`src/rtl/mem_access_unit_if.sv`:
```
// Data-memory bus between the MEM-stage access unit (master) and the data memory (slave).
// Request fields are registered in the master and stay stable while dmem_req is high.
interface mem_access_unit_if;
    logic        dmem_req;
    logic        dmem_we;
    logic [63:0] dmem_addr;
    logic [63:0] dmem_wdata;
    logic [7:0]  dmem_wstrb;
    logic [63:0] dmem_rdata;
    logic        dmem_ack;

    // Handshake: the master raises dmem_req with all fields valid and holds them
    // until the edge on which it samples dmem_ack=1 (or gives up on timeout).
    // dmem_rdata is meaningful only in a cycle where dmem_ack=1.
    modport master (
        output dmem_req, dmem_we, dmem_addr, dmem_wdata, dmem_wstrb,
        input  dmem_rdata, dmem_ack
    );

    modport slave (
        input  dmem_req, dmem_we, dmem_addr, dmem_wdata, dmem_wstrb,
        output dmem_rdata, dmem_ack
    );
endinterface

```
`src/rtl/mem_access_unit.sv`:
```
// LEGv8 MEM-stage data-memory access unit: runs loads/stores over a req/ack bus and
// stalls the pipeline until the access completes, faults, or times out.
module mem_access_unit #(
    parameter int TIMEOUT = 255
) (
    input  logic        clock,
    input  logic        reset_n,
    input  logic        memRead,
    input  logic        memWrite,
    input  logic [1:0]  mem_size,
    input  logic        sign_ext,
    input  logic [63:0] alu_result,
    input  logic [63:0] write_data,
    mem_access_unit_if.master dmem,
    output logic [63:0] read_data,
    output logic        mem_stall,
    output logic        mem_fault,
    output logic [1:0]  dbg_state
);
    typedef enum logic [1:0] {IDLE = 2'd0, REQ = 2'd1, DONE = 2'd2} state_t;

    state_t      state_q, state_d;
    logic        req_q, req_d;
    logic        we_q, we_d;
    logic [63:0] addr_q, addr_d;
    logic [63:0] wdata_q, wdata_d;
    logic [7:0]  wstrb_q, wstrb_d;
    logic [2:0]  off_q, off_d;
    logic [1:0]  size_q, size_d;
    logic        sext_q, sext_d;
    logic [63:0] rdata_q, rdata_d;
    logic [7:0]  cnt_q, cnt_d;
    logic        fault_q, fault_d;

    logic [2:0]  off;
    logic [7:0]  size_mask;
    logic        misaligned;
    logic        illegal;
    logic        access;
    logic [63:0] shifted;
    logic [63:0] load_val;
    logic        stall;
    logic        fault;

    assign off     = alu_result[2:0];
    assign access  = memRead | memWrite;
    assign illegal = memRead & memWrite;

    always_comb begin
        size_mask  = 8'h01;
        misaligned = 1'b0;
        case (mem_size)
            2'b00: begin size_mask = 8'h01; misaligned = 1'b0;       end
            2'b01: begin size_mask = 8'h03; misaligned = off[0];     end
            2'b10: begin size_mask = 8'h0F; misaligned = |off[1:0];  end
            default: begin size_mask = 8'hFF; misaligned = |off;     end
        endcase
    end

    // Lane extraction uses the offset/size captured at request time, not the live inputs.
    always_comb begin
        shifted  = dmem.dmem_rdata >> {off_q, 3'b000};
        load_val = shifted;
        case (size_q)
            2'b00: load_val = sext_q ? {{56{shifted[7]}},  shifted[7:0]}  : {56'd0, shifted[7:0]};
            2'b01: load_val = sext_q ? {{48{shifted[15]}}, shifted[15:0]} : {48'd0, shifted[15:0]};
            2'b10: load_val = sext_q ? {{32{shifted[31]}}, shifted[31:0]} : {32'd0, shifted[31:0]};
            default: load_val = shifted;
        endcase
    end

    always_comb begin
        state_d = state_q;
        req_d   = req_q;
        we_d    = we_q;
        addr_d  = addr_q;
        wdata_d = wdata_q;
        wstrb_d = wstrb_q;
        off_d   = off_q;
        size_d  = size_q;
        sext_d  = sext_q;
        rdata_d = rdata_q;
        cnt_d   = cnt_q;
        fault_d = fault_q;
        stall   = 1'b0;
        fault   = 1'b0;
        case (state_q)
            IDLE: begin
                if (access && !misaligned && !illegal) begin
                    req_d   = 1'b1;
                    we_d    = memWrite;
                    addr_d  = {alu_result[63:3], 3'b000};
                    wdata_d = write_data << {off, 3'b000};
                    wstrb_d = size_mask << off;
                    off_d   = off;
                    size_d  = mem_size;
                    sext_d  = sign_ext;
                    cnt_d   = 8'd0;
                    state_d = REQ;
                    stall   = 1'b1;
                end else if (access) begin
                    fault = 1'b1;
                end
            end
            REQ: begin
                stall = 1'b1;
                // Ack is tested first so a same-cycle ack beats the timeout.
                if (dmem.dmem_ack) begin
                    if (!we_q) rdata_d = load_val;
                    req_d   = 1'b0;
                    we_d    = 1'b0;
                    cnt_d   = 8'd0;
                    state_d = DONE;
                end else if (cnt_q == 8'(TIMEOUT - 1)) begin
                    if (!we_q) rdata_d = 64'd0;
                    req_d   = 1'b0;
                    fault_d = 1'b1;
                    cnt_d   = 8'd0;
                    state_d = DONE;
                end else begin
                    cnt_d = cnt_q + 8'd1;
                end
            end
            DONE: begin
                fault   = fault_q;
                fault_d = 1'b0;
                state_d = IDLE;
            end
            default: state_d = IDLE;
        endcase
    end

    always_ff @(posedge clock or negedge reset_n) begin
        if (!reset_n) begin
            state_q <= IDLE;
            req_q   <= 1'b0;
            we_q    <= 1'b0;
            addr_q  <= 64'd0;
            wdata_q <= 64'd0;
            wstrb_q <= 8'd0;
            off_q   <= 3'd0;
            size_q  <= 2'd0;
            sext_q  <= 1'b0;
            rdata_q <= 64'd0;
            cnt_q   <= 8'd0;
            fault_q <= 1'b0;
        end else begin
            state_q <= state_d;
            req_q   <= req_d;
            we_q    <= we_d;
            addr_q  <= addr_d;
            wdata_q <= wdata_d;
            wstrb_q <= wstrb_d;
            off_q   <= off_d;
            size_q  <= size_d;
            sext_q  <= sext_d;
            rdata_q <= rdata_d;
            cnt_q   <= cnt_d;
            fault_q <= fault_d;
        end
    end

    assign dmem.dmem_req   = req_q;
    assign dmem.dmem_we    = we_q;
    assign dmem.dmem_addr  = addr_q;
    assign dmem.dmem_wdata = wdata_q;
    assign dmem.dmem_wstrb = wstrb_q;
    assign read_data       = rdata_q;
    assign mem_stall       = stall & reset_n;
    assign mem_fault       = fault & reset_n;
    assign dbg_state       = state_q;
endmodule

```
`src/flat_wrapper.sv`:
```
// flat-port wrapper written by rule: the top's interface ports become plain ports
module mem_access_unit_flat 
#(
    parameter int TIMEOUT = 255
)
  (clock, reset_n, memRead, memWrite, mem_size, sign_ext, alu_result, write_data, read_data, mem_stall, mem_fault, dbg_state, dmem_dmem_req, dmem_dmem_we, dmem_dmem_addr, dmem_dmem_wdata, dmem_dmem_wstrb, dmem_dmem_rdata, dmem_dmem_ack);
  mem_access_unit_if dmem_i ();
  input  logic clock;
  input  logic reset_n;
  input  logic memRead;
  input  logic memWrite;
  input  logic [1:0] mem_size;
  input  logic sign_ext;
  input  logic [63:0] alu_result;
  input  logic [63:0] write_data;
  output logic [63:0] read_data;
  output logic mem_stall;
  output logic mem_fault;
  output logic [1:0] dbg_state;
  output wire logic [$bits(dmem_i.dmem_req)-1:0] dmem_dmem_req;
  output wire logic [$bits(dmem_i.dmem_we)-1:0] dmem_dmem_we;
  output wire logic [$bits(dmem_i.dmem_addr)-1:0] dmem_dmem_addr;
  output wire logic [$bits(dmem_i.dmem_wdata)-1:0] dmem_dmem_wdata;
  output wire logic [$bits(dmem_i.dmem_wstrb)-1:0] dmem_dmem_wstrb;
  input wire logic [$bits(dmem_i.dmem_rdata)-1:0] dmem_dmem_rdata;
  input wire logic [$bits(dmem_i.dmem_ack)-1:0] dmem_dmem_ack;
  assign dmem_dmem_req = dmem_i.dmem_req;
  assign dmem_dmem_we = dmem_i.dmem_we;
  assign dmem_dmem_addr = dmem_i.dmem_addr;
  assign dmem_dmem_wdata = dmem_i.dmem_wdata;
  assign dmem_dmem_wstrb = dmem_i.dmem_wstrb;
  assign dmem_i.dmem_rdata = dmem_dmem_rdata;
  assign dmem_i.dmem_ack = dmem_dmem_ack;
  mem_access_unit #(.TIMEOUT(TIMEOUT)) u_core (.clock(clock), .reset_n(reset_n), .memRead(memRead), .memWrite(memWrite), .mem_size(mem_size), .sign_ext(sign_ext), .alu_result(alu_result), .write_data(write_data), .dmem(dmem_i), .read_data(read_data), .mem_stall(mem_stall), .mem_fault(mem_fault), .dbg_state(dbg_state));
endmodule
```
`config.mk`:
```
export PLATFORM = sky130hd
export DESIGN_NAME = mem_access_unit_flat
export DESIGN_NICKNAME = d
export VERILOG_FILES = /design/src/rtl/mem_access_unit_if.sv /design/src/rtl/mem_access_unit.sv /design/src/flat_wrapper.sv
export SDC_FILE = /design/constraint.sdc
export NUM_CORES = 1
export LEC_CHECK = 0
export ABC_AREA = 1
export ABC_CLOCK_PERIOD_IN_PS = 1700
export CORE_ASPECT_RATIO = 0.5
export CORE_MARGIN = 3
export CORE_UTILIZATION = 35
export CTS_BUF_LIST = sky130_fd_sc_hd__clkbuf_16
export DETAILED_ROUTE_END_ITERATION = 8
export PLACE_DENSITY = 0.67
export SLEW_MARGIN = 20
export SYNTH_ARGS = -nofsm -noshare
export SYNTH_HDL_FRONTEND = slang
export SYNTH_SLANG_ARGS = --single-unit
```
`constraint.sdc`:
```
create_clock -name clock -period 1.7 [get_ports clock]
set_input_delay 0.34 -clock clock [delete_from_list [all_inputs] [get_ports clock]]
set_output_delay 0.34 -clock clock [all_outputs]
set_load 0.02 [all_outputs]
```
# Yosys cells after proc, flatten, opt, wreduce, memory -nomap -nowiden
# Cells that the tools add are included.
# W data, S select, Z words.
# totals
inputBits	200
wordCells	85
mem_bits_ro	0
reg_bits	216
latch_bits	0
ram_bits	0
out_inout_bits	206
mem_count	0
# op_classes
muxes	33
eq_ne	12
div_mod_pow	0
magnitude_cmp	0
n_mul	0
bitwise	5
n_reduce_logical	19
n_shift	3
n_addsub	1
# ops
op	count
$mux W64	7
$pmux W64 S3	1
$shl A64 B6 Y64	1
$shr A64 B6 Y64	1
$mux W8	3
$pmux W8 S3	1
$pmux W8 S2	1
$reduce_and A3 Y1	4
$mux W1	10
$pmux W1 S2	5
$add A8 B1 Y8 const B	1
$eq A8 B8 Y1 const B	1
$shl A8 B3 Y8	1
$eq A2 B1 Y1 const B	3
$eq A2 B2 Y1 const B	3
$logic_not A2 Y1	3
$mux W2	3
$reduce_and A2 Y1	3
$reduce_bool A2 Y1	3
$ne A2 B1 Y1 const B	2
$ne A2 B2 Y1 const B	2
$pmux W2 S2	1
$and A1 B1 Y1	3
$ne A3 B2 Y1 const B	1
7 further kinds	9

# Longest topological paths before layout
# Gate-level depths: netlist of the first run.
# depth
depth_word	8
mapped_depth	12
mapped_depth_nobuf	11

# Least setup slack after synthesis of the first run
# No wires, ideal clock.
# synth_timing
path_type	input port to output port
from	input port alu_result[1]
to	output port mem_stall
path_buffers	0
arrival_ns	1.406
slack_ns	-0.046
path_stages	7
required_time_ns	1.360
cell_sequence	nor2_4 -> inv_2 -> o211ai_2 -> nand3_2 -> nand2_1 -> inv_1 -> nor2_1
# synth_between
elab_chain_len	8
elab_cells_between_ends	9
cone_classes	mux (3); bitwise (1); reduce/logical (5)
# synth_rtl
item	line	text
start, declared	flat_wrapper.sv:14	input logic [63:0] alu_result;
$reduce_or A3 Y1 / $reduce_or A2 Y1 (equally long branches)	mem_access_unit.sv:56, mem_access_unit.sv:55	
$pmux W1 S3 (*)	mem_access_unit.sv:52	case (mem_size)
$logic_not A1 Y1 (*)	mem_access_unit.sv:89	if (access && !misaligned && !illegal) begin
$logic_and A1 B1 Y1 (*) (2 in series)	mem_access_unit.sv:89	
$mux W1 (*)	mem_access_unit.sv:89	
$pmux W1 S2 (*)	mem_access_unit.sv:87	case (state_q)
$and A1 B1 Y1 (*)	mem_access_unit.sv:169	assign mem_stall = stall & reset_n;
end, declared	flat_wrapper.sv:17	output logic mem_stall;
# Every way passes the cells marked *; elsewhere a longest branch is shown, timed or not.

# Worst setup path after layout of the first run
# layout_timing
from	input port memRead
to	output port mem_stall
# layout_between
elab_chain_len	6
elab_cells_between_ends	8
cone_classes	mux (2); bitwise (3); reduce/logical (3)
# layout_rtl
item	line	text
start, declared	flat_wrapper.sv:10	input logic memRead;
$or A1 B1 Y1 / $and A1 B1 Y1 (equally long branches)	mem_access_unit.sv:46, mem_access_unit.sv:47	
$logic_and A1 B1 Y1 / $logic_not A1 Y1 (equally long branches)	mem_access_unit.sv:89	
$logic_and A1 B1 Y1 (*)	mem_access_unit.sv:89	
$mux W1 (*)	mem_access_unit.sv:89	
$pmux W1 S2 (*)	mem_access_unit.sv:87	
$and A1 B1 Y1 (*)	mem_access_unit.sv:169	
# Marks and branches as above.

==> summary.md, run 1 <==
| Metric | Value |
|---|---|
| Number of buffers inserted by port buffering | `402` |
| Status | `finished with violations` |
| Register bit total from synthesis | `216` |
| Inserted Clock Buffers | `23` |
| X dimension of the die | `268 um` |
| CP startpoint kind | `input port` |
| Die Span Y | `137 um` |
| Grt peak-use layer | `met2` |
| Reg-to-Reg Start | `u_core.off_q[0]` |
| Mapped cell area | `12,000 um2` |
| Clk buf depth | `3` |
| Yosys top cell area share | `45.1%` |
| Worst Path Class, Setup | `input port to output pin` |
| Effective utilization at floorplan | `35.9%` |
| Global-route wire length before repair | `73,500 um` |
| Layout net count | `2,348` |
| Fillers | `3,038` |
| Initial antenna violation count | `1` |
| Number of max-slew violations in the final report | `0` |
| Minimum clock period after layout | `1.92 ns` |
| Total wire length after detailed routing | `50,800 um` |
| Worst-path cell chain | `clkdlybuf4s50_1 > nor2_1 > inv_1 > nand2_2 > nor2_4 > nand3_4 > nand2_2 > inv_2 > nor2_2 > buf_6` |
| Maximum number of pins on one net before global-route repair | `150` |
| Slew of the pin with the lowest slew margin | `0.828 ns` |
| Worst hold margin | `0.00803 ns` |
| Crit path from | `memRead` |
| Routed wirelength normalized by instance count | `19.5 um` |
| Length of the first detailed-routing pass in iterations | `6` |
| Peak fanout along the critical path | `2` |
| Count of different cell masters after synthesis | `38` |
| Maximum capacitance violations | `0` |
| Worst supply voltage drop on vdd | `646 uV` |
| Critical path's slowest cell | `sky130_fd_sc_hd__clkdlybuf4s50_1` |
| Number of instances in the synthesized netlist | `1,636` |
| Die Area | `36,600 um2` |
| Hpwl dp | `33,900 um` |
| Crit path setup slack, layout | `-0.220 ns` |
| Combinational family with the most area after synthesis | `simple AND/OR/NAND/NOR gates` |
| GR Layer Usage met1 | `33.2%` |
| Maximum achievable frequency | `521 MHz` |
| Average instance area after synthesis | `7.32 um2` |
| Data arrival, critical path | `1.58 ns` |
| Clock Skews | `0.0102 ns` |
| Slack of the worst reg-to-reg path | `-0.22 ns` |
| Depth of the worst register-to-register path | `10` |
| Simple-gate portion of the synthesized area | `29.8%` |
| Clock tree from TritonCTS | `done` |
| Post-synthesis async set-or-reset flop share | `100%` |
| Most area-hungry cell type in the Yosys netlist | `sky130_fd_sc_hd__dfrtp_1` |
| Layout cells sized above 1 | `21.1%` |
| Clock-pin transition on the worst setup and hold timing paths | `0.06 ns` |
| Tightest slew margin relative to the limit | `44.8%` |
| Area Growth Syn to Fin | `62.4%` |
| Count of flip-flops with a built-in enable after synthesis | `0` |
| Total global routing overflow | `0` |
| Vias per Instance | `5.21` |
| Met3 track utilization from global routing | `3.31%` |
| Critical Path End Type | `output pin` |
| Power density of the placed cells | `1510 nW/um2` |
| DRC Markers | `0` |
| Standby leakage power | `9.70 nW` |
| Post-Route Utilization | `58.2%` |
| Vias after detailed routing | `13,600` |
| Core outline area | `33,400 um2` |
| Number of hold violations in the final report | `0` |
| Adder and majority gate portion of the synthesized area | `0.209%` |
| Period Utilization, post-route | `113%` |
| Top cells by area, synth | `sky130_fd_sc_hd__dfrtp_1, sky130_fd_sc_hd__nand2_1, sky130_fd_sc_hd__o21ai_0, sky130_fd_sc_hd__nand3_1, sky130_fd_sc_hd__a21oi_1` |
| GR Layer Usage met2 | `44.1%` |
| Top-Level Pins | `406` |
| Crit path required time | `1.36 ns` |
| Number of setup violations in the final report | `64` |
| Post-synth top flop | `sky130_fd_sc_hd__dfrtp_1` |
| Maximum single-stage delay on the critical path | `0.49 ns` |
| Total power draw | `29.3 mW` |
| FF-to-FF End | `u_core.read_data[44]` |
| Synthesis Warnings | `0` |
| Most frequent CP cell | `sky130_fd_sc_hd__nand2_2` |
| Post-synthesis sequential area ratio | `45.1%` |
| Synth Area in XOR/XNOR | `0.366%` |
| H-tree levels | `1` |
| Global placer's final weighted congestion | `0.939` |
| Number of sinks driven by the clock tree | `216` |
| Complex-gate fraction of the synthesized area | `15.9%` |
| Class of the most critical hold timing path | `input port to asynchronous set/reset pin` |
| Worst skew pair latency | `0.53 ns` |
| Unrepaired setup endpoints after global routing | `yes` |
| Accumulated negative setup slack | `-8.19 ns` |
| Total global routing track utilization | `25.6%` |
| Multiplexer share of the synthesized area | `1.76%` |
| Violations in the final reports | `setup timing` |
| Placement Rows | `47` |
| Number of global-route vias before repair | `12,700` |
| ANT nets after route | `0` |
| CTS root buf | `sky130_fd_sc_hd__clkbuf_16` |
| Number of DRC violations after detailed-routing iteration 0 | `1,151` |
## Yosys cell counts (all sizes together) (18+ instances only)
cell type,n
a21oi,62
buf,66
clkbuf,56
dfrtp,216
inv,49
mux2i,21
nand2,704
nand3,100
nor2,42
o211ai,22
o21ai,208
o31ai,33
or2,18
## how the worst max path moves through the flow
stage,end,slack [ns],cells past startpoint
final,mem_stall,-0.22,10
after global routing,u_core.read_data[44],-0.29,10
after CTS,mem_stall,-0.25,7
after detailed placement,mem_stall,-0.98,9
after global placement,mem_stall,-1.0,9
after floorplan,mem_stall,0.04,7
## sequential cells by signal, indices dropped and copies added, names as in the netlist, 2 cells and up
| name | count |
|---|---|
| u_core.dmem.dmem_wdata | 64 |
| u_core.read_data | 64 |
| u_core.dmem.dmem_addr | 61 |
| u_core.cnt_q | 8 |
| u_core.dmem.dmem_wstrb | 8 |
| u_core.off_q | 3 |
| u_core.dbg_state | 2 |
| u_core.size_q | 2 |
## cells in the final DEF, fill, tap and decap left out, types with 27 or more instances in the layout
master	count
sky130_fd_sc_hd__nand2_1	652
sky130_fd_sc_hd__dfrtp_1	214
sky130_fd_sc_hd__dlygate4sd2_1	202
sky130_fd_sc_hd__clkdlybuf4s50_1	192
sky130_fd_sc_hd__buf_4	140
sky130_fd_sc_hd__o21ai_0	132
sky130_fd_sc_hd__nand3_1	47
sky130_fd_sc_hd__o21ai_1	44
sky130_fd_sc_hd__inv_1	43
sky130_fd_sc_hd__a21oi_1	43
sky130_fd_sc_hd__nand3_2	41
sky130_fd_sc_hd__nand2_2	40
sky130_fd_sc_hd__nor2_1	34
sky130_fd_sc_hd__clkbuf_16	31
sky130_fd_sc_hd__o21ai_2	29
sky130_fd_sc_hd__buf_6	27
## timing repair
action                                  4_1_cts  5_1_grt
setup buffers                                19       20
hold buffers                                  0        0
cloned                                        8       10
gates resized for setup                     405      150
pin swaps                                    62       85
endpoints found under the setup margin      398      156
## layer usage
metal	share of wire [%]	routed length (um)	vias to the layer above
li1	-	-	6388
met1	40	20200	6403
met2	50	25200	604
met3	5.8	2970	157
met4	4.7	2410	0
met5	0	0	-
## critical path: cells and delay by family
family | cells | cell delay (ns)
buf+inv | 4 | 0.73
simple gates | 6 | 0.52
## power by group
group          leakage, nW  internal, mW  switching, mW
logic                 6.58          6.65           9.62
registers             2.76          6.98           1.13
clock network        0.364          2.76           2.19
## cell type report
cell class	instances	area, um2	share of cell area [%]
Clock inverter	15	125	0.643
Sequential cell	216	5410	27.8
Inverter	49	208	1.07
Tap cell	441	552	2.84
Timing Repair inverter	1	8.76	0.0450
Antenna cell	1	2.50	0.0129
Multi-Input combinational cell	1251	6680	34.3
Clock buffer	23	576	2.96
Timing Repair Buffer	604	5900	30.3
## through the flow
stage,instances,setup WS [ns],instance area [um2]
final,2601,-0.220,19500
after global routing,2601,-0.290,19500
after CTS,2576,-0.249,18700
after detailed placement,2511,-0.983,17300
after global placement,2511,-0.996,17300
after floorplan,1638,0.0377,12000
## cell families (layout without fill, tap and decap cells)
| group | count (synthesis) | after routing |
|---|---|---|
| other | 1 | 4 |
| AND/OR/NAND/NOR | 882 | 882 |
| buffers and inverters | 171 | 692 |
| multiplexers | 21 | 21 |
| XOR/XNOR | 5 | 5 |
| flip-flops | 216 | 216 |
| AO/OA/AOI/OAI | 338 | 338 |
| adder cells (fa/ha/maj) | 2 | 2 |
Note: power is estimated with default switching activity, not from simulation.
==> run 2: changes to the inputs <==
CORE_UTILIZATION = 30   (was 35)
PLACE_DENSITY = unset   (was 0.67)
==> run 2 against run 1 <==
The flow still finishes with violations (setup timing). Cell area shrank 0.77%. Die area is 16% higher. Setup slack lost 0.018 ns. Critical path type is now register to output pin. Combinational power is 7% lower. Largest power group unchanged. Sequential cell count unchanged. Utilization fell by 8.9 points. Clock power increased by 5.3%. Critical path depth fell by 3. Sequential power is essentially flat. Register-to-register slack barely moved. Total power down 2.7%. Highest routed layer unchanged. Wire length grew 0.44%.
==> summary.md, run 2 (synthesized netlist as in run 1, its figures left out) <==
| Metric | Value |
|---|---|
| Number of DRC violations after detailed-routing iteration 0 | `1,005` |
| CP startpoint kind | `register` |
| Number of buffers inserted by port buffering | `402` |
| Core outline area | `39,100 um2` |
| Number of hold violations in the final report | `0` |
| Minimum clock period after layout | `1.94 ns` |
| Status | `finished with violations` |
| Routed length on met2 | `26,200 um` |
| Vias after detailed routing | `13,200` |
| Violations in the final reports | `setup timing` |
| Global-route wire length before repair | `77,800 um` |
| Setup Slack @ Placement | `-0.994 ns` |
| Post-Route Utilization | `49.4%` |
| Maximum achievable frequency | `516 MHz` |
| Effective utilization at floorplan | `30.6%` |
| Clk buf depth | `3` |
| Worst supply voltage drop on vdd | `727 uV` |
| Placement Rows | `51` |
| Data arrival, critical path | `1.60 ns` |
| Class of the most critical hold timing path | `input port to register` |
| FF-to-FF End | `u_core.read_data[52]` |
| Total global routing overflow | `0` |
| Hpwl dp | `36,100 um` |
| Period Utilization, post-route | `114%` |
| Clock-pin transition on the worst setup and hold timing paths | `0.07 ns` |
| Number of sinks driven by the clock tree | `216` |
| Vias per Instance | `4.88` |
| Number of setup violations in the final report | `66` |
| Critical path's slowest cell | `sky130_fd_sc_hd__dfrtp_1` |
| Maximum single-stage delay on the critical path | `0.41 ns` |
| Crit path from | `u_core.dbg_state[1]` |
| Tightest slew margin relative to the limit | `58.1%` |
| Crit path required time | `1.36 ns` |
| CTS root buf | `sky130_fd_sc_hd__clkbuf_16` |
| Clock Skews | `0.0124 ns` |
| Number of global-route vias before repair | `13,100` |
| ANT nets after route | `0` |
| Met3 WL | `1920 um` |
| Total global routing track utilization | `23.5%` |
| Worst-path cell chain | `nor2_1 > buf_4 > nand3_4 > nand2_2 > inv_2 > nor2_2 > buf_6` |
| Worst skew pair latency | `0.54 ns` |
| Worst Path Class, Setup | `register to output pin` |
| Uppermost metal layer occupied by signal nets | `met4` |
| Number of max-slew violations in the final report | `0` |
| Most frequent cells in the layout | `sky130_fd_sc_hd__nand2_1, sky130_fd_sc_hd__dfrtp_1, sky130_fd_sc_hd__dlygate4sd2_1` |
| X dimension of the die | `289 um` |
| Accumulated negative setup slack | `-11.50 ns` |
| Die Area | `42,500 um2` |
| Layout net count | `2,360` |
| Top-Level Pins | `406` |
| Slack of the worst reg-to-reg path | `-0.23 ns` |
| Maximum number of pins on one net before global-route repair | `126` |
| Power density of the placed cells | `1480 nW/um2` |
| Global placer's final weighted congestion | `0.906` |
| Summed area of non-filler cells in the final layout | `19,300 um2` |
| Die Span Y | `147 um` |
| Worst hold margin | `0.222 ns` |
| Post-Place Cell Area | `17,500 um2` |
| Slew of the pin with the lowest slew margin | `0.628 ns` |
| Unrepaired setup endpoints after global routing | `yes` |
| H-tree levels | `1` |
| Total wire length after detailed routing | `51,000 um` |
| Last element of the critical path | `mem_stall` |
| Initial antenna violation count | `3` |
| DRC Markers | `0` |
| Inserted Clock Buffers | `24` |
| Most common cell after layout, fill and taps aside | `sky130_fd_sc_hd__nand2_1` |
| Critical Path End Type | `output pin` |
| Peak fanout along the critical path | `3` |
| Depth of the worst register-to-register path | `14` |
| Area Growth Syn to Fin | `61.2%` |
| Layout cells sized above 1 | `18.1%` |
| Standby leakage power | `9.71 nW` |
| Crit path setup slack, layout | `-0.238 ns` |
| Clock tree from TritonCTS | `done` |
| Fillers | `3,831` |
| Length of the first detailed-routing pass in iterations | `5` |
| Reg-to-Reg Start | `u_core.dbg_state[0]` |
| Maximum capacitance violations | `0` |
| Routed metal-1 wirelength | `21,400 um` |
| Routed wirelength normalized by instance count | `18.8 um` |
| Hold path startpoint | `memWrite` |
==> run 2: where the power goes <==
group	switching, mW	leakage (nW)	total [mW]	internal (mW)
logic	8.87	6.55	15.2	6.32
clock network	2.30	0.396	5.20	2.90
registers	1.16	2.76	8.14	6.98
total	12.3	9.71	28.5	16.2
==> run 2: cell type report <==
class / instances / area, um2 / area share (%)
Multi-Input combinational cell: 1251 / 6170 / 31.9
Timing Repair Buffer: 616 / 6090 / 31.6
Sequential cell: 216 / 5410 / 28.0
Tap cell: 530 / 663 / 3.44
Clock buffer: 24 / 601 / 3.11
Inverter: 49 / 203 / 1.05
Clock inverter: 19 / 163 / 0.843
Antenna cell: 3 / 7.51 / 0.0389
==> run 2: stage by stage <==
step	power, mW	instances
global placement	22.6	2611
finish	28.5	2708
floorplan	15.3	1638
detailed placement	22.7	2611
CTS	28.4	2699
global route	30.3	2708
==> run 2: worst max-delay path: cells and delay by family, from the launching register on <==
kind | cells | cell delay (ns)
buffers and inverters | 3 | 0.29
DFF | 1 | 0.41
and+or+nand+nor | 4 | 0.36
==> run 2: what timing repair did <==
action | CTS | global route
endpoints found under the hold margin | 24 | 0
setup buffers | 29 | 6
gates resized for setup | 355 | 47
setup endpoints to repair | 401 | 169
pin swaps | 27 | 6
cloned | 15 | 1
hold buffers | 1 | 0
==> run 2: worst min-delay path by stage <==
stage	to	cells after the start
after detailed placement	u_core.dbg_state[1]	2
after CTS	u_core.dmem.dmem_we	3
after floorplan	u_core.cnt_q[0]	0
after global placement	u_core.dbg_state[0]	2
final	u_core.dmem.dmem_we	3
after global routing	u_core.dmem.dmem_we	3
==> run 2: routing by layer <==
| metal | track usage [%] | vias to the layer above |
|---|---|---|
| li1 | - | 6421 |
| met1 | 29.8 | 6357 |
| met2 | 42.2 | 344 |
| met3 | 2.74 | 87 |
| met4 | 6.50 | 0 |
| met5 | 0 | - |
==> run 3: changes to the inputs <==
ABC_CLOCK_PERIOD_IN_PS = 1600   (was 1700)
clock period = 1.6 ns   (was 1.7 ns; I/O delays follow)
==> run 3 against run 2 <==
The run still ends with setup timing left. Cell count up 1.4%. Sequential share of layout area is 1.1 points lower. First-iteration DRC count up 22%. Clock power down 2%. Sequential power grew 6.4%. Wire length up 2.1%. Non-clock buffer count up 41. Clock skew decreased by 0.0012 ns. Via count increased by 1.5%.
==> summary.md, run 3 (synthesized netlist as in run 1, its figures left out) <==
| Metric | Value |
|---|---|
| Status | `finished with violations` |
| Violations in the final reports | `setup timing` |
| Total wire length after detailed routing | `52,100 um` |
| Vias after detailed routing | `13,400` |
| Minimum clock period after layout | `1.92 ns` |
| Class of the most critical hold timing path | `input port to register` |
| Peak fanout along the critical path | `8` |
| Critical Path End Type | `register` |
| Hpwl dp | `36,500 um` |
| Area Growth Syn to Fin | `67.6%` |
| Global placer's final weighted congestion | `0.910` |
| Fillers | `3,787` |
| Number of global-route vias before repair | `13,100` |
| Worst supply voltage drop on vdd | `811 uV` |
| Summed area of non-filler cells in the final layout | `20,100 um2` |
| Top-Level Pins | `406` |
| Unrepaired setup endpoints after global routing | `yes` |
| Period Utilization, post-route | `120%` |
| Tightest slew margin relative to the limit | `56.4%` |
| CP startpoint kind | `register` |
| Maximum achievable frequency | `522 MHz` |
| Number of max-slew violations in the final report | `0` |
| Data arrival, critical path | `2.33 ns` |
| Layout net count | `2,402` |
| Total global routing overflow | `0` |
| Worst Path Class, Setup | `register to register` |
| Maximum number of pins on one net before global-route repair | `98` |
| Vias per Instance | `4.88` |
| Crit path setup slack, layout | `-0.315 ns` |
| Total global routing track utilization | `23.2%` |
| X dimension of the die | `289 um` |
| Worst skew pair latency | `0.54 ns` |
| Post-Place Cell Area | `17,700 um2` |
| Worst hold margin | `0.291 ns` |
| Initial antenna violation count | `2` |
| CTS root buf | `sky130_fd_sc_hd__clkbuf_16` |
| Clock Skews | `0.0112 ns` |
| Slack of the worst reg-to-reg path | `-0.32 ns` |
| Number of setup violations in the final report | `186` |
| Power density of the placed cells | `1540 nW/um2` |
| H-tree levels | `1` |
| FF-to-FF End | `u_core.read_data[40]` |
| Number of hold violations in the final report | `0` |
| DRC Markers | `0` |
| Global-route wire length before repair | `76,900 um` |
| Length of the first detailed-routing pass in iterations | `5` |
| Clock-pin transition on the worst setup and hold timing paths | `0.06 ns` |
| ANT nets after route | `0` |
| Number of sinks driven by the clock tree | `216` |
| Most common cell after layout, fill and taps aside | `sky130_fd_sc_hd__nand2_1` |
| Routed wirelength normalized by instance count | `19.0 um` |
| Layout cells sized above 1 | `21.8%` |
| Number of buffers inserted by port buffering | `402` |
| Core outline area | `39,100 um2` |
| Inserted Clock Buffers | `23` |
| Standby leakage power | `9.81 nW` |
| Crit path from | `u_core.off_q[0]` |
| Most frequent cells in the layout | `sky130_fd_sc_hd__nand2_1, sky130_fd_sc_hd__dfrtp_1, sky130_fd_sc_hd__clkdlybuf4s50_1` |
| Effective utilization at floorplan | `30.6%` |
| Number of DRC violations after detailed-routing iteration 0 | `1,228` |
| Clock tree from TritonCTS | `done` |
| Reg-to-Reg Start | `u_core.off_q[0]` |
| Depth of the worst register-to-register path | `12` |
| Placement Rows | `51` |
| Slew of the pin with the lowest slew margin | `0.654 ns` |
| Last element of the critical path | `u_core.read_data[40]` |
| Maximum capacitance violations | `0` |
| Die Area | `42,500 um2` |
| Clk buf depth | `3` |
| Crit path required time | `2.02 ns` |
| Die Span Y | `147 um` |
run 3: cell count changes in the layout (fill, tap and decap cells not counted), sizes merged:
cell,change
clkdlybuf4s50,+1
clkinvlp,+1
clkinv,-2
clkbuf,+5
dlymetal6s2s,+1
dlygate4sd2,-77
bufbuf,-1
inv,+2
diode,-1
clkdlybuf4s15,+74
buf,+37
bufinv,-1
run 3: per-stage QoR:
| step | std cells | power, mW | worst slack, ns | util [%] | TNS, ns |
|---|---|---|---|---|---|
| 3_5_place_dp | 2637 | 24.2 | -1.07 | 45.2 | -156.86 |
| 3_3_place_gp | 2637 | 24.1 | -1.08 | 45.2 | -157.62 |
| 5_1_grt | 2747 | 32.8 | -0.411 | 51.3 | -39.54 |
| 4_1_cts | 2720 | 30.0 | -0.359 | 49.2 | -31.19 |
| 6_report | 2747 | 30.9 | -0.315 | 51.3 | -23.30 |
| 2_1_floorplan | 1638 | 16.3 | 0.0128 | - | 0 |
run 3: what timing repair did:
item,CTS,global route
hold endpoints to repair,9,0
resized for setup,461,146
endpoints found under the setup margin,409,299
setup buffers,29,21
hold buffers,1,0
pin swaps,28,25
cloned,13,9
run 3: layout make-up:
class | instances | area, um2 | share of cell area (%)
antenna | 2 | 5.00 | 0.0249
clock buffer | 23 | 576 | 2.87
clock inverter | 17 | 103 | 0.511
inverter | 49 | 210 | 1.05
multi-input combinational | 1251 | 6460 | 32.2
sequential | 216 | 5410 | 26.9
tap | 530 | 663 | 3.30
timing repair buffer | 657 | 6640 | 33.1
timing repair inverter | 2 | 15.0 | 0.0748
run 3: power by group:
part           switching (mW)  internal, mW
clock                    2.31          2.76
combinational            9.91          7.22
sequential               1.24          7.42
total                    13.5          17.4
run 3: how the worst min path moves through the flow:
stage / startpoint / end / slack, ns / depth (start not counted)
4_1_cts: alu_result[48] / u_core.dmem.dmem_addr[48] / 0.29 / 3
6_report: mem_size[1] / u_core.size_q[1] / 0.29 / 4
5_1_grt: mem_size[1] / u_core.size_q[1] / 0.31 / 4
2_1_floorplan: reset_n / u_core.cnt_q[0] / 0.02 / 0
3_5_place_dp: reset_n / u_core.dmem.dmem_addr[48] / 0.30 / 2
3_3_place_gp: reset_n / u_core.dmem.dmem_addr[47] / 0.30 / 2
run 3: critical path, cell delays in order, from the launching register on:
cell	delay (ns)
sky130_fd_sc_hd__dfrtp_2	0.42
sky130_fd_sc_hd__buf_8	0.16
sky130_fd_sc_hd__buf_12	0.15
sky130_fd_sc_hd__nand2_4	0.07
sky130_fd_sc_hd__nand3_4	0.07
sky130_fd_sc_hd__nand3_2	0.09
sky130_fd_sc_hd__nand2_2	0.08
sky130_fd_sc_hd__nand2_4	0.08
sky130_fd_sc_hd__nand4_4	0.21
sky130_fd_sc_hd__buf_12	0.20
sky130_fd_sc_hd__clkbuf_16	0.16
sky130_fd_sc_hd__nand3_2	0.06
sky130_fd_sc_hd__nand2_1	0.05
run 3: per-layer routing:
metal	routed length (um)	vias to the layer above	GRT usage, %
li1	-	6508	-
met1	21400	6435	28.9
met2	26200	353	40.4
met3	2190	116	3.64
met4	2290	0	9.28
met5	0	-	0
